## config.mk

```make
export PLATFORM = sky130hd
export DESIGN_NAME = rom_boot_sequencer_flat
export DESIGN_NICKNAME = d
export VERILOG_FILES = /design/src/rtl/rom_boot_sequencer_pkg.sv /design/src/rtl/rom_boot_sequencer_if.sv /design/src/rtl/rom_boot_sequencer.sv /design/src/flat_wrapper.sv
export SDC_FILE = /design/constraint.sdc
export NUM_CORES = 1
export LEC_CHECK = 0
export ABC_AREA = 1
export ABC_CLOCK_PERIOD_IN_PS = 5500
export CAP_MARGIN = 30
export CORE_UTILIZATION = 42
export DETAILED_ROUTE_END_ITERATION = 10
export PLACE_DENSITY = 0.86
export SYNTH_ARGS = -nofsm -noshare
export SYNTH_HDL_FRONTEND = slang
export SYNTH_SLANG_ARGS = --single-unit
export TNS_END_PERCENT = 10
```

## constraint.sdc

```tcl
create_clock -name clk_i -period 5.5 [get_ports clk_i]
set_input_delay 1.1 -clock clk_i [delete_from_list [all_inputs] [get_ports clk_i]]
set_output_delay 1.1 -clock clk_i [all_outputs]
set_load 0.01 [all_outputs]
```

## src/rtl/rom_boot_sequencer_pkg.sv

```systemverilog
// Shared definitions for the boot-ROM copy sequencer.
// Contents: the default bus widths, the sequencer state encoding and a small
// state-classification helper used by the top module.
package rom_boot_sequencer_pkg;

  localparam int unsigned DEF_ROM_AW = 8;
  localparam int unsigned DEF_DW     = 32;
  localparam int unsigned DEF_RAM_AW = 12;

  typedef enum logic [2:0] {
    ST_IDLE = 3'd0,
    ST_RD   = 3'd1,
    ST_LAT  = 3'd2,
    ST_WR   = 3'd3,
    ST_DONE = 3'd4
  } boot_state_e;

  // True while a word is being moved from ROM to RAM.
  function automatic logic is_copy_state(input boot_state_e s);
    return (s == ST_RD) || (s == ST_LAT) || (s == ST_WR);
  endfunction

endpackage

```

## src/rtl/rom_boot_sequencer_if.sv

```systemverilog
// Bus bundle around the boot sequencer.
//  host_* : read port from the TL-UL SRAM adapter (req/gnt, rvalid/rdata)
//  rom_*  : single-port boot ROM, data returned one cycle after rom_req
//  ram_*  : on-chip RAM write port, request held until ram_gnt
// Modport master is the sequencer side; slave is everything around it.
interface rom_boot_sequencer_if
  import rom_boot_sequencer_pkg::*;
#(
  parameter int unsigned ROM_AW = DEF_ROM_AW,
  parameter int unsigned DW     = DEF_DW,
  parameter int unsigned RAM_AW = DEF_RAM_AW
) ();

  logic              host_req;
  logic [ROM_AW-1:0] host_addr;
  logic              host_gnt;
  logic              host_rvalid;
  logic [DW-1:0]     host_rdata;

  logic              rom_req;
  logic [ROM_AW-1:0] rom_addr;
  logic [DW-1:0]     rom_rdata;

  logic              ram_req;
  logic              ram_we;
  logic [RAM_AW-1:0] ram_addr;
  logic [DW-1:0]     ram_wdata;
  logic [DW-1:0]     ram_wmask;
  logic              ram_gnt;

  modport master (
    input  host_req, host_addr, rom_rdata, ram_gnt,
    output host_gnt, host_rvalid, host_rdata,
    output rom_req, rom_addr,
    output ram_req, ram_we, ram_addr, ram_wdata, ram_wmask
  );

  modport slave (
    output host_req, host_addr, rom_rdata, ram_gnt,
    input  host_gnt, host_rvalid, host_rdata,
    input  rom_req, rom_addr,
    input  ram_req, ram_we, ram_addr, ram_wdata, ram_wmask
  );

endinterface

```

## src/rtl/rom_boot_sequencer.sv

```systemverilog
// Boot sequencer between the ROM's TL-UL SRAM adapter and the boot ROM.
// After reset it copies COPY_WORDS ROM words to RAM (RAM_BASE onwards), then
// raises boot_done_o and gives the ROM port to the host. Host requests are
// stalled (never dropped) until then.
// Ports:
//  clk_i       clock
//  rst_i       asynchronous, active-high reset
//  start_i     re-run the copy; honoured only once the copy is done
//  bus         host/ROM/RAM bundle (master side)
//  busy_o      copy in progress
//  boot_done_o copy complete, ROM owned by the host
module rom_boot_sequencer
  import rom_boot_sequencer_pkg::*;
#(
  parameter int unsigned ROM_AW     = DEF_ROM_AW,
  parameter int unsigned DW         = DEF_DW,
  parameter int unsigned RAM_AW     = DEF_RAM_AW,
  parameter int unsigned COPY_WORDS = 256,
  parameter int unsigned RAM_BASE   = 0
) (
  input  logic                clk_i,
  input  logic                rst_i,
  input  logic                start_i,
  rom_boot_sequencer_if.master bus,
  output logic                busy_o,
  output logic                boot_done_o
);

  // One extra bit so COPY_WORDS == 2**ROM_AW reaches its last index without wrapping.
  localparam int unsigned      CNT_W    = ROM_AW + 1;
  localparam logic [CNT_W-1:0] LAST_CNT = CNT_W'(COPY_WORDS - 1);

  boot_state_e       state_r, state_next_s;
  logic [CNT_W-1:0]  cnt_r, cnt_next_s;
  logic [DW-1:0]     wdata_r, wdata_next_s;
  logic              start_pend_r, start_pend_next_s;
  logic              rvalid_r;
  logic              busy_r;
  logic              done_r;
  logic              ram_req_r;
  logic              in_done_s;
  logic [RAM_AW-1:0] ram_addr_s;

  assign in_done_s  = (state_r == ST_DONE);
  assign ram_addr_s = RAM_AW'(RAM_BASE + 32'(cnt_r));

  // Next-state, word counter, captured data and deferred-start flag.
  always_comb begin
    state_next_s      = state_r;
    cnt_next_s        = cnt_r;
    wdata_next_s      = wdata_r;
    start_pend_next_s = start_pend_r;
    case (state_r)
      ST_IDLE: state_next_s = ST_RD;
      ST_RD:   state_next_s = ST_LAT;
      ST_LAT: begin
        wdata_next_s = bus.rom_rdata;
        state_next_s = ST_WR;
      end
      ST_WR: begin
        if (bus.ram_gnt) begin
          if (cnt_r == LAST_CNT) begin
            state_next_s = ST_DONE;
          end else begin
            cnt_next_s   = cnt_r + CNT_W'(1);
            state_next_s = ST_RD;
          end
        end else begin
          state_next_s = ST_WR;
        end
      end
      ST_DONE: begin
        // A restart waits until the host has no request and no read in flight.
        if ((start_i || start_pend_r) && !bus.host_req && !rvalid_r) begin
          cnt_next_s        = {CNT_W{1'b0}};
          start_pend_next_s = 1'b0;
          state_next_s      = ST_RD;
        end else if (start_i) begin
          start_pend_next_s = 1'b1;
        end else begin
          start_pend_next_s = start_pend_r;
        end
      end
      default: state_next_s = ST_IDLE;
    endcase
  end

  // ROM port ownership: host in DONE, copy engine otherwise.
  always_comb begin
    if (in_done_s) begin
      bus.host_gnt   = bus.host_req;
      bus.rom_req    = bus.host_req;
      bus.rom_addr   = bus.host_addr;
      bus.host_rdata = bus.rom_rdata;
    end else begin
      bus.host_gnt   = 1'b0;
      bus.rom_req    = (state_r == ST_RD);
      bus.rom_addr   = cnt_r[ROM_AW-1:0];
      bus.host_rdata = {DW{1'b0}};
    end
  end

  // RAM write port is quiet (all zero) unless a write is being offered.
  always_comb begin
    bus.ram_req   = ram_req_r;
    bus.ram_we    = ram_req_r;
    bus.ram_wmask = {DW{ram_req_r}};
    if (ram_req_r) begin
      bus.ram_addr  = ram_addr_s;
      bus.ram_wdata = wdata_r;
    end else begin
      bus.ram_addr  = {RAM_AW{1'b0}};
      bus.ram_wdata = {DW{1'b0}};
    end
  end

  // Sequencer state, counter, data capture and pending start.
  always_ff @(posedge clk_i or posedge rst_i) begin
    if (rst_i) begin
      state_r      <= ST_IDLE;
      cnt_r        <= {CNT_W{1'b0}};
      wdata_r      <= {DW{1'b0}};
      start_pend_r <= 1'b0;
    end else begin
      state_r      <= state_next_s;
      cnt_r        <= cnt_next_s;
      wdata_r      <= wdata_next_s;
      start_pend_r <= start_pend_next_s;
    end
  end

  // Registered status outputs, decoded from the upcoming state.
  always_ff @(posedge clk_i or posedge rst_i) begin
    if (rst_i) begin
      busy_r    <= 1'b0;
      done_r    <= 1'b0;
      ram_req_r <= 1'b0;
      rvalid_r  <= 1'b0;
    end else begin
      busy_r    <= is_copy_state(state_next_s);
      done_r    <= (state_next_s == ST_DONE);
      ram_req_r <= (state_next_s == ST_WR);
      rvalid_r  <= bus.host_req & bus.host_gnt;
    end
  end

  assign bus.host_rvalid = rvalid_r;
  assign busy_o          = busy_r;
  assign boot_done_o     = done_r;

endmodule

```

## src/flat_wrapper.sv

```systemverilog
// flat-port wrapper written by rule: the top's interface ports become plain ports
module rom_boot_sequencer_flat import rom_boot_sequencer_pkg::*;
#(
  parameter int unsigned ROM_AW     = DEF_ROM_AW,
  parameter int unsigned DW         = DEF_DW,
  parameter int unsigned RAM_AW     = DEF_RAM_AW,
  parameter int unsigned COPY_WORDS = 256,
  parameter int unsigned RAM_BASE   = 0
)
  (clk_i, rst_i, start_i, busy_o, boot_done_o, bus_host_req, bus_host_addr, bus_rom_rdata, bus_ram_gnt, bus_host_gnt, bus_host_rvalid, bus_host_rdata, bus_rom_req, bus_rom_addr, bus_ram_req, bus_ram_we, bus_ram_addr, bus_ram_wdata, bus_ram_wmask);
  rom_boot_sequencer_if #(.ROM_AW(ROM_AW), .DW(DW), .RAM_AW(RAM_AW)) bus_i ();
  input  logic clk_i;
  input  logic rst_i;
  input  logic start_i;
  output logic busy_o;
  output logic boot_done_o;
  input wire logic [$bits(bus_i.host_req)-1:0] bus_host_req;
  input wire logic [$bits(bus_i.host_addr)-1:0] bus_host_addr;
  input wire logic [$bits(bus_i.rom_rdata)-1:0] bus_rom_rdata;
  input wire logic [$bits(bus_i.ram_gnt)-1:0] bus_ram_gnt;
  output wire logic [$bits(bus_i.host_gnt)-1:0] bus_host_gnt;
  output wire logic [$bits(bus_i.host_rvalid)-1:0] bus_host_rvalid;
  output wire logic [$bits(bus_i.host_rdata)-1:0] bus_host_rdata;
  output wire logic [$bits(bus_i.rom_req)-1:0] bus_rom_req;
  output wire logic [$bits(bus_i.rom_addr)-1:0] bus_rom_addr;
  output wire logic [$bits(bus_i.ram_req)-1:0] bus_ram_req;
  output wire logic [$bits(bus_i.ram_we)-1:0] bus_ram_we;
  output wire logic [$bits(bus_i.ram_addr)-1:0] bus_ram_addr;
  output wire logic [$bits(bus_i.ram_wdata)-1:0] bus_ram_wdata;
  output wire logic [$bits(bus_i.ram_wmask)-1:0] bus_ram_wmask;
  assign bus_i.host_req = bus_host_req;
  assign bus_i.host_addr = bus_host_addr;
  assign bus_i.rom_rdata = bus_rom_rdata;
  assign bus_i.ram_gnt = bus_ram_gnt;
  assign bus_host_gnt = bus_i.host_gnt;
  assign bus_host_rvalid = bus_i.host_rvalid;
  assign bus_host_rdata = bus_i.host_rdata;
  assign bus_rom_req = bus_i.rom_req;
  assign bus_rom_addr = bus_i.rom_addr;
  assign bus_ram_req = bus_i.ram_req;
  assign bus_ram_we = bus_i.ram_we;
  assign bus_ram_addr = bus_i.ram_addr;
  assign bus_ram_wdata = bus_i.ram_wdata;
  assign bus_ram_wmask = bus_i.ram_wmask;
  rom_boot_sequencer #(.ROM_AW(ROM_AW), .DW(DW), .RAM_AW(RAM_AW), .COPY_WORDS(COPY_WORDS), .RAM_BASE(RAM_BASE)) u_core (.clk_i(clk_i), .rst_i(rst_i), .start_i(start_i), .bus(bus_i), .busy_o(busy_o), .boot_done_o(boot_done_o));
endmodule
```

==> metrics, run 1 <==
CTS Buf Count=5; die outline area=7590 um2; Via density=4.45; total via count in the routed design=2,881; number of rows in the core area=30; clock-pin slew of the registers on the worst-case setup and hold paths=80 ps; worst path cell trace=clkdlybuf4s50_1 > inv_1 > nor2_1 > or2_2 > clkdlybuf4s50_1; crit path capture type=output pin; achievable frequency=282 MHz; number of setup buffers added after CTS=0; fraction of synthesis flops using an asynchronous set or reset pin=100%; summed instance area of the synthesized netlist=3040 um2; endpoints failing hold=0; final antenna-violating net count=0; maximum number of pins on one net before global-route repair=65; number of global-route vias before repair=2,734; CTS tree=done; # IOs=168; gpl congestion=0.828; cell total after placement=641; hold-fix buffer count after cts=0; warning count from the yosys run=0; final instance count without filler cells=648; library cell used as clock root buffer=sky130_fd_sc_hd__clkbuf_8; library cell with the highest instance count after synthesis=sky130_fd_sc_hd__nand2_1; setup clock skew after layout=8.75 ps; Starting Density=44.1%; count of cells resized by post-cts repair=0; status=finished clean; overall track demand over capacity in global routing=20.4%; cell family with most CP delay=buffers and inverters; utilization of the core after routing=65.7%; count of clock tree sinks=49; final period utilization=64.5%; Max FO, Critical Path=3; setup repair after global routing missed its margin=false; Startpoint Class=input pin; Max Cap Violations=0; sum of overflow across all layers after global routing=0; area growth from synthesis to layout=49.0%; vertical die dimension=87.1 um; number of search-and-repair iterations in the first detailed-routing pass=4; antenna cell count=0; power after layout=1.97 mW; final routed DRC violation total=0; worst-skew pair later-pin latency=300 ps; final max-slew violation count=0; placeable core region=6910 um2; register bit total from synthesis=49; power density over cell area=434 nW/um2; share of final-layout standard cells stronger than drive strength 1=6.16%; largest area contributor in the synthesized netlist=sky130_fd_sc_hd__dfrtp_1; class of the tightest hold or removal check=reg -> reg; VDD IR-drop max=0.000213 V; share of the synthesized area in the top cell type=40.3%; start-to-end type of the worst setup path=in -> out; WP data arrival=2440 ps; Final nets=599; floorplan die width=87.1 um; wire per inst=11.6 um; post-synthesis cell type count=26; standard cell with the maximum stage delay on the critical path=sky130_fd_sc_hd__clkdlybuf4s50_1; synthesized area divided by synthesized cell count=7.06 um2; gate count of the mapped netlist=431; number of setup violations in the final report=0; HPWL after detailed placement=5790 um; final setup TNS=0 ps; Seq/Total Area, Yosys=40.3%; number of buffers and inverters on the critical path=3; buffers added on ports=164; first-pass GRT wire length=12,100 um; clock tree buffer depth=2; LEAKAGE=2.34 nW; headroom to the max-slew limit=39.8%; cell type with the highest occurrence count on the critical path=sky130_fd_sc_hd__clkdlybuf4s50_1; First DRT Iteration DRCs=81; top cells by area in the synthesized netlist=sky130_fd_sc_hd__dfrtp_1, sky130_fd_sc_hd__nand2_1, sky130_fd_sc_hd__inv_1; number of antenna violations at the first check in global routing=0; commonest cells in the netlist=sky130_fd_sc_hd__nand2_1, sky130_fd_sc_hd__inv_1, sky130_fd_sc_hd__dfrtp_1; number of enable-type register cells in the synthesized netlist=0; peak per-stage delay on the critical path=520 ps; transition time at the pin with the least slew margin=902 ps; Most used DFF post-synth=sky130_fd_sc_hd__dfrtp_1; Final min period=3540 ps; aggregate routed wire length=7510 um; worst endpoint required time=4400 ps; htree depth=2
per-layer routing:
metal	track usage, %	up-vias	part of all wire [%]
met1	21.9	1278	39
met5	0	-	0
met2	39.6	132	52
li1	-	1459	-
met4	6.86	0	2.0
met3	3.89	12	7.1
per-stage QoR:
stage | instance area [um2] | hold WS, ps | setup slack (ps)
after floorplan | 3050 | 453 | 2870
after global placement | 4430 | 468 | 1970
after detailed placement | 4450 | 473 | 1940
after CTS | 4540 | 495 | 1940
after global routing | 4540 | 523 | 1800
final | 4540 | 494 | 1960
worst reg2reg max path: stages (launching register included):
cell                      delay, ps
sky130_fd_sc_hd__dfrtp_1        440
sky130_fd_sc_hd__ha_1           240
sky130_fd_sc_hd__nand2_1         70
sky130_fd_sc_hd__inv_1           80
sky130_fd_sc_hd__nand3_1        130
sky130_fd_sc_hd__nor2_1          60
sky130_fd_sc_hd__ha_1           190
sky130_fd_sc_hd__inv_1           50
sky130_fd_sc_hd__nand2_1         40
sky130_fd_sc_hd__nand3_1        130
sky130_fd_sc_hd__nand3_4        240
sky130_fd_sc_hd__nand2_1        160
sky130_fd_sc_hd__o21ai_2         60
final cells by class:
| type | count | area, um2 |
|---|---|---|
| Sequential cell | 49 | 1230 |
| Tap cell | 96 | 120 |
| Timing Repair Buffer | 166 | 1670 |
| Clock buffer | 6 | 82.6 |
| Multi-Input combinational cell | 238 | 1080 |
| Fill cell | 606 | 2370 |
| Clock inverter | 1 | 7.51 |
| Inverter | 92 | 348 |
sequential cells by signal, summed over array words and instances, names as in the netlist:
name	count
u_core.bus.host_rvalid	1
u_core.busy_o	1
u_core.cnt_r	9
u_core.wdata_r	32
u_core.boot_done_o	1
u_core.state_r	3
u_core.bus.ram_req	1
u_core.start_pend_r	1
placed cells by master, fill, tap and decap left out, types with 2 or more instances in the layout:
cell type                           n
sky130_fd_sc_hd__clkdlybuf4s50_1  164
sky130_fd_sc_hd__nand2_1          111
sky130_fd_sc_hd__inv_1             87
sky130_fd_sc_hd__dfrtp_1           48
sky130_fd_sc_hd__nor2_1            44
sky130_fd_sc_hd__o21ai_0           24
sky130_fd_sc_hd__o21ai_1           22
sky130_fd_sc_hd__nand3_1            9
sky130_fd_sc_hd__nand2_2            6
sky130_fd_sc_hd__o21ai_2            6
sky130_fd_sc_hd__clkbuf_8           6
sky130_fd_sc_hd__inv_2              4
sky130_fd_sc_hd__conb_1             3
sky130_fd_sc_hd__nor3_1             2
sky130_fd_sc_hd__nand3_4            2
sky130_fd_sc_hd__or2_2              2
sky130_fd_sc_hd__ha_1               2
logic make-up (layout without fill, tap and decap cells):
group / after synthesis / count (layout) / synth area share, %
compound gates: 54 / 54 / 9.70
fa+ha+maj: 2 / 2 / 0.822
buf+inv: 146 / 265 / 24.5
flops: 49 / 49 / 40.3
other cells: 1 / 3 / 0.123
simple gates: 179 / 179 / 24.6
power breakdown:
| group | internal (mW) | total (mW) | switching (mW) |
|---|---|---|---|
| clock | 0.0995 | 0.213 | 0.114 |
| sequential | 0.510 | 0.628 | 0.119 |
| combinational | 0.579 | 1.13 | 0.549 |
| total | 1.19 | 1.97 | 0.781 |
path summary, 6_finish.rpt:
| path | depth (start not counted) | startpoint | endpoint | slack (ps) |
|---|---|---|---|---|
| worst max register to register | 12 | u_core.cnt_r[0] | u_core.cnt_r[4] | 3510 |
| worst min register to register | 2 | u_core.wdata_r[4] | u_core.wdata_r[4] | 490 |
| worst min-delay path | 2 | u_core.wdata_r[4] | u_core.wdata_r[4] | 490 |
| max in group asynchronous | 3 | rst_i | u_core.wdata_r[29] | 3890 |
| worst max-delay path | 5 | bus_host_req | bus_rom_req | 1960 |
| min in group asynchronous | 2 | rst_i | u_core.wdata_r[0] | 1120 |
Power figures use the tool's default switching activity.
==> run 2: changes to the inputs <==
--- a/config.mk
+++ b/config.mk
@@ -6,11 +6,11 @@
 export NUM_CORES = 1
 export LEC_CHECK = 0
 export ABC_AREA = 1
-export ABC_CLOCK_PERIOD_IN_PS = 5500
+export ABC_CLOCK_PERIOD_IN_PS = 2950
 export CAP_MARGIN = 30
-export CORE_UTILIZATION = 42
+export CORE_UTILIZATION = 35
 export DETAILED_ROUTE_END_ITERATION = 10
-export PLACE_DENSITY = 0.86
+export PLACE_DENSITY = 0.77
 export SYNTH_ARGS = -nofsm -noshare
 export SYNTH_HDL_FRONTEND = slang
 export SYNTH_SLANG_ARGS = --single-unit
==> constraint.sdc (replaced) <==
create_clock -name clk_i -period 2.95 [get_ports clk_i]
set_input_delay 0.59 -clock clk_i [delete_from_list [all_inputs] [get_ports clk_i]]
set_output_delay 0.59 -clock clk_i [all_outputs]
set_load 0.01 [all_outputs]
==> run 2 against run 1 <==
Net effect: critical path depth unchanged; flip-flop and latch count unchanged; total power up 90%; sequential share of layout area down 0.27 points; register-to-register slack worse by 2600 ps; cell count up 2.2%; wire length up 2.1%; via count up 1.4%; first-iteration DRC count up 40%; cell area up 0.99%; largest power group unchanged.
==> metrics, run 2 (synthesized netlist as in run 1, its figures left out) <==
share of final-layout standard cells stronger than drive strength 1=7.00%; Final min period=2790 ps; final design area excluding fillers=4580 um2; internal cell power=2.24 mW; die outline area=9070 um2; worst path cell trace=inv_2 > nand3_4 > buf_4 > nor2_1 > clkdlybuf4s50_1; final period utilization=94.4%; count of cells resized by post-cts repair=0; maximum number of pins on one net before global-route repair=50; hold-fix buffer count after cts=0; LEAKAGE=2.36 nW; headroom to the max-slew limit=52.1%; count of clock tree sinks=49; worst-case hold slack=496 ps; number of setup violations in the final report=0; WP data arrival=2200 ps; clock tree buffer depth=2; buffers added on ports=164; number of search-and-repair iterations in the first detailed-routing pass=4; VDD IR-drop max=0.000308 V; library cell used as clock root buffer=sky130_fd_sc_hd__clkbuf_8; Net Switching=1.50 mW; final instance count without filler cells=662; number of global-route vias before repair=2,656; power after layout=3.74 mW; class of the tightest hold or removal check=reg -> reg; vertical die dimension=95.3 um; gpl congestion=0.752; registers with the most flip-flops=u_core.wdata_r (32), u_core.cnt_r (9), u_core.state_r (3); wire per inst=11.6 um; number of setup buffers added after CTS=0; cell family with most CP delay=buffers and inverters; final max-slew violation count=0; clock share of power=10.9%; final routed DRC violation total=0; CTS tree=done; start-to-end type of the worst setup path=reg -> out; endpoints failing hold=0; achievable frequency=359 MHz; instance area after placement=4490 um2; htree depth=2; Via density=4.41; overall track demand over capacity in global routing=16.7%; crit path capture type=output pin; worst-skew pair later-pin latency=300 ps; total via count in the routed design=2,920; cell total after placement=654; standard cell with the maximum stage delay on the critical path=sky130_fd_sc_hd__clkdlybuf4s50_1; floorplan die width=95.3 um; power density over cell area=816 nW/um2; First DRT Iteration DRCs=113; Comb pwr share=57.7%; Final Worst Setup Slack=165 ps; antenna cell count=0; Max FO, Critical Path=26; final setup TNS=0 ps; worst endpoint required time=2360 ps; peak per-stage delay on the critical path=570 ps; most used cells in the layout excluding fill and tap cells=sky130_fd_sc_hd__clkdlybuf4s50_1, sky130_fd_sc_hd__nand2_1, sky130_fd_sc_hd__inv_1; clock-pin slew of the registers on the worst-case setup and hold paths=100 ps; setup clock skew after layout=4.20 ps; HPWL after detailed placement=5780 um; number of antenna violations at the first check in global routing=0; sum of overflow across all layers after global routing=0; most frequent standard cell in the layout excluding fill and tap cells=sky130_fd_sc_hd__clkdlybuf4s50_1; area growth from synthesis to layout=50.5%; pre-CTS setup slack=403 ps; Max Cap Violations=0; first-pass GRT wire length=12,000 um; top register by number of flip-flops=u_core.wdata_r; Startpoint Class=register; utilization of the core after routing=55.2%; sequential cell fraction of total power=31.4%; Final nets=603; transition time at the pin with the least slew margin=717 ps; status=finished clean; aggregate routed wire length=7670 um; number of buffers and inverters on the critical path=3; # IOs=168; final-layout fill cell count=786; setup repair after global routing missed its margin=false; net switching share of the total power=40.1%; final antenna-violating net count=0; Starting Density=36.7%; flip-flop count of the largest register, all copies and words added=32; CTS Buf Count=5; number of rows in the core area=33; placeable core region=8300 um2
run 2: changes by cell type in the layout (fill, tap and decap cells not counted):
cell,previous run,this run
sky130_fd_sc_hd__buf_4,1,5
sky130_fd_sc_hd__clkbuf_8,6,5
sky130_fd_sc_hd__clkinv_4,0,1
sky130_fd_sc_hd__inv_6,0,1
run 2: layout make-up:
| cell class | instances | area (um2) | area share, % |
|---|---|---|---|
| repair buffers | 170 | 1700 | 37.1 |
| flip-flops and latches | 49 | 1230 | 26.8 |
| multi-input cells | 238 | 1080 | 23.6 |
| inverters | 92 | 348 | 7.59 |
| well taps | 105 | 131 | 2.87 |
| clock buffers | 5 | 68.8 | 1.50 |
| clock inverters | 3 | 25.0 | 0.546 |
run 2: tightest hold or removal path: cells and delay by family (launching register included):
family	cells	cell delay, ps
simple gates	1	50
flops	1	350
compound gates	1	60
run 2: routing by layer:
layer / part of all wire, % / up-vias / track usage, %
met2: 52 / 114 / 32.6
met4: 0.64 / 0 / 3.03
met1: 39 / 1328 / 18.8
li1: - / 1473 / -
met3: 8.1 / 5 / 2.79
met5: 0 / - / 0
run 2: path summary, 6_finish.rpt:
path / start / to / cells after the start / slack (ps)
max in group asynchronous: rst_i / u_core.bus.ram_req / 3 / 1720
max: u_core.state_r[1] / bus_host_rdata[16] / 5 / 160
max reg2reg: u_core.cnt_r[0] / u_core.cnt_r[7] / 12 / 950
min: u_core.wdata_r[23] / u_core.wdata_r[23] / 2 / 500
min in group asynchronous: rst_i / u_core.wdata_r[0] / 3 / 770
min reg2reg: u_core.wdata_r[23] / u_core.wdata_r[23] / 2 / 500
run 2: power groups by stage:
stage	clock network [mW]	logic, mW	registers, mW
after floorplan	0	1.41	1.14
after global placement	0	2.13	1.17
after detailed placement	0	2.18	1.18
after CTS	0.429	2.19	1.17
after global routing	0.449	2.39	1.21
final	0.408	2.16	1.17
==> run 3: changes to the inputs <==
--- a/config.mk
+++ b/config.mk
@@ -7,10 +7,10 @@
 export LEC_CHECK = 0
 export ABC_AREA = 1
 export ABC_CLOCK_PERIOD_IN_PS = 2950
-export CAP_MARGIN = 30
-export CORE_UTILIZATION = 35
+export CAP_MARGIN = 5
+export CORE_UTILIZATION = 32
 export DETAILED_ROUTE_END_ITERATION = 10
-export PLACE_DENSITY = 0.77
+export PLACE_DENSITY = 0.71
 export SYNTH_ARGS = -nofsm -noshare
 export SYNTH_HDL_FRONTEND = slang
 export SYNTH_SLANG_ARGS = --single-unit
==> run 3 against run 2 <==
Net effect: via count shrank 1.7%; cell count up 3.2%; global-route usage is 0.77 points lower; clock skew barely moved; clock-buffer cell count unchanged; flip-flop and latch count stayed put; utilization decreased by 5.4 points; clock power decreased by 2%; critical path depth stayed put; setup slack gained 66 ps; non-clock buffer count shrank 3; critical endpoint is now bus_host_rdata[6]; die area increased by 9.2%.
==> metrics, run 3 (synthesized netlist as in run 1, its figures left out) <==
achievable frequency=368 MHz; clock share of power=10.8%; number of setup buffers added after CTS=0; number of antenna violations at the first check in global routing=0; final-layout fill cell count=933; utilization of the core after routing=49.7%; overall track demand over capacity in global routing=15.9%; placeable core region=9240 um2; maximum number of pins on one net before global-route repair=65; class of the tightest hold or removal check=reg -> reg; floorplan die width=99.5 um; worst endpoint required time=2360 ps; endpoints failing hold=0; aggregate routed wire length=7540 um; final max-slew violation count=0; CTS Buf Count=5; sum of overflow across all layers after global routing=0; vertical die dimension=99.5 um; final antenna-violating net count=0; first-pass GRT wire length=12,700 um; CTS tree=done; LEAKAGE=2.35 nW; total via count in the routed design=2,871; power density over cell area=806 nW/um2; Via density=4.20; HPWL after detailed placement=5670 um; number of search-and-repair iterations in the first detailed-routing pass=4; buffers added on ports=164; final setup TNS=0 ps; most frequent standard cell in the layout excluding fill and tap cells=sky130_fd_sc_hd__clkdlybuf4s50_1; number of global-route vias before repair=2,668; final period utilization=92.2%; top register by number of flip-flops=u_core.wdata_r; area growth from synthesis to layout=51.0%; VDD IR-drop max=0.000367 V; setup repair after global routing missed its margin=false; # IOs=168; Final nets=600; Max FO, Critical Path=27; sequential cell fraction of total power=31.5%; clock-pin slew of the registers on the worst-case setup and hold paths=100 ps; die outline area=9910 um2; count of cells resized by post-cts repair=0; headroom to the max-slew limit=38.1%; net switching share of the total power=40.1%; wire per inst=11.0 um; Final min period=2720 ps; library cell used as clock root buffer=sky130_fd_sc_hd__clkbuf_8; final routed DRC violation total=0; power after layout=3.71 mW; Startpoint Class=register; antenna cell count=0; Comb pwr share=57.7%; worst-skew pair later-pin latency=300 ps; setup clock skew after layout=4.53 ps; htree depth=2; Max Cap Violations=0; start-to-end type of the worst setup path=reg -> out; Starting Density=32.9%; share of final-layout standard cells stronger than drive strength 1=6.50%; clock tree buffer depth=2; Net Switching=1.49 mW; number of setup violations in the final report=0; flip-flop count of the largest register, all copies and words added=32; internal cell power=2.22 mW; number of rows in the core area=35; most used cells in the layout excluding fill and tap cells=sky130_fd_sc_hd__clkdlybuf4s50_1, sky130_fd_sc_hd__nand2_1, sky130_fd_sc_hd__inv_1; registers with the most flip-flops=u_core.wdata_r (32), u_core.cnt_r (9), u_core.state_r (3); count of clock tree sinks=49; hold-fix buffer count after cts=0; crit path capture type=output pin; WP data arrival=2130 ps; transition time at the pin with the least slew margin=927 ps; gpl congestion=0.773; First DRT Iteration DRCs=133; status=finished clean
run 3: changes by cell type in the layout (fill, tap and decap cells not counted):
cell | previous run | this run
sky130_fd_sc_hd__buf_12 | 1 | 2
sky130_fd_sc_hd__buf_4 | 5 | 1
sky130_fd_sc_hd__clkinv_2 | 0 | 1
sky130_fd_sc_hd__clkinv_4 | 1 | 0
run 3: final timing paths:
| path | startpoint | end | slack [ps] | depth (start not counted) |
|---|---|---|---|---|
| worst max-delay path | u_core.state_r[1] | bus_host_rdata[6] | 230 | 5 |
| min in group asynchronous | rst_i | u_core.wdata_r[31] | 630 | 2 |
| worst max register to register | u_core.cnt_r[0] | u_core.cnt_r[4] | 940 | 12 |
| worst min-delay path | u_core.wdata_r[25] | u_core.wdata_r[25] | 490 | 2 |
| max in group asynchronous | rst_i | u_core.wdata_r[30] | 1800 | 3 |
| worst min register to register | u_core.wdata_r[25] | u_core.wdata_r[25] | 490 | 2 |
run 3: final cells by class:
type,count,area (um2),area share [%]
repair buffers,167,1690,36.7
flip-flops and latches,49,1230,26.7
clock inverters,3,21.3,0.463
inverters,92,348,7.57
multi-input cells,238,1080,23.5
clock buffers,5,68.8,1.50
well taps,129,161,3.51
run 3: power groups by stage:
stage | combinational (mW) | sequential, mW | clock [mW]
after floorplan | 1.41 | 1.14 | 0
after global placement | 2.12 | 1.17 | 0
after detailed placement | 2.16 | 1.18 | 0
after CTS | 2.17 | 1.17 | 0.419
after global routing | 2.38 | 1.21 | 0.446
final | 2.14 | 1.17 | 0.401
run 3: worst max-delay path, cell delays in order, from the launching register on:
cell and delay [ps]:
sky130_fd_sc_hd__dfrtp_1 440, sky130_fd_sc_hd__inv_2 110, sky130_fd_sc_hd__nand3_4 260, sky130_fd_sc_hd__buf_4 330, sky130_fd_sc_hd__nor2_1 140, sky130_fd_sc_hd__clkdlybuf4s50_1 550
run 3: metrics by stage:
stage               hold slack, ps  std cells  setup WS [ps]  cell area (um2)
floorplan                      453        433            829             3050
global placement               468        675            462             4510
detailed placement             476        675            433             4510
CTS                            501        683            200             4600
global route                   525        683           32.7             4600
finish                         493        683            231             4600
run 3: layer usage:
| metal | up-vias | track usage [%] | part of all wire [%] |
|---|---|---|---|
| met5 | - | 0 | 0 |
| met4 | 0 | 2.71 | 0.33 |
| met3 | 2 | 3.58 | 6.3 |
| met2 | 99 | 29.3 | 49 |
| met1 | 1302 | 19.1 | 44 |
| li1 | 1468 | - | - |
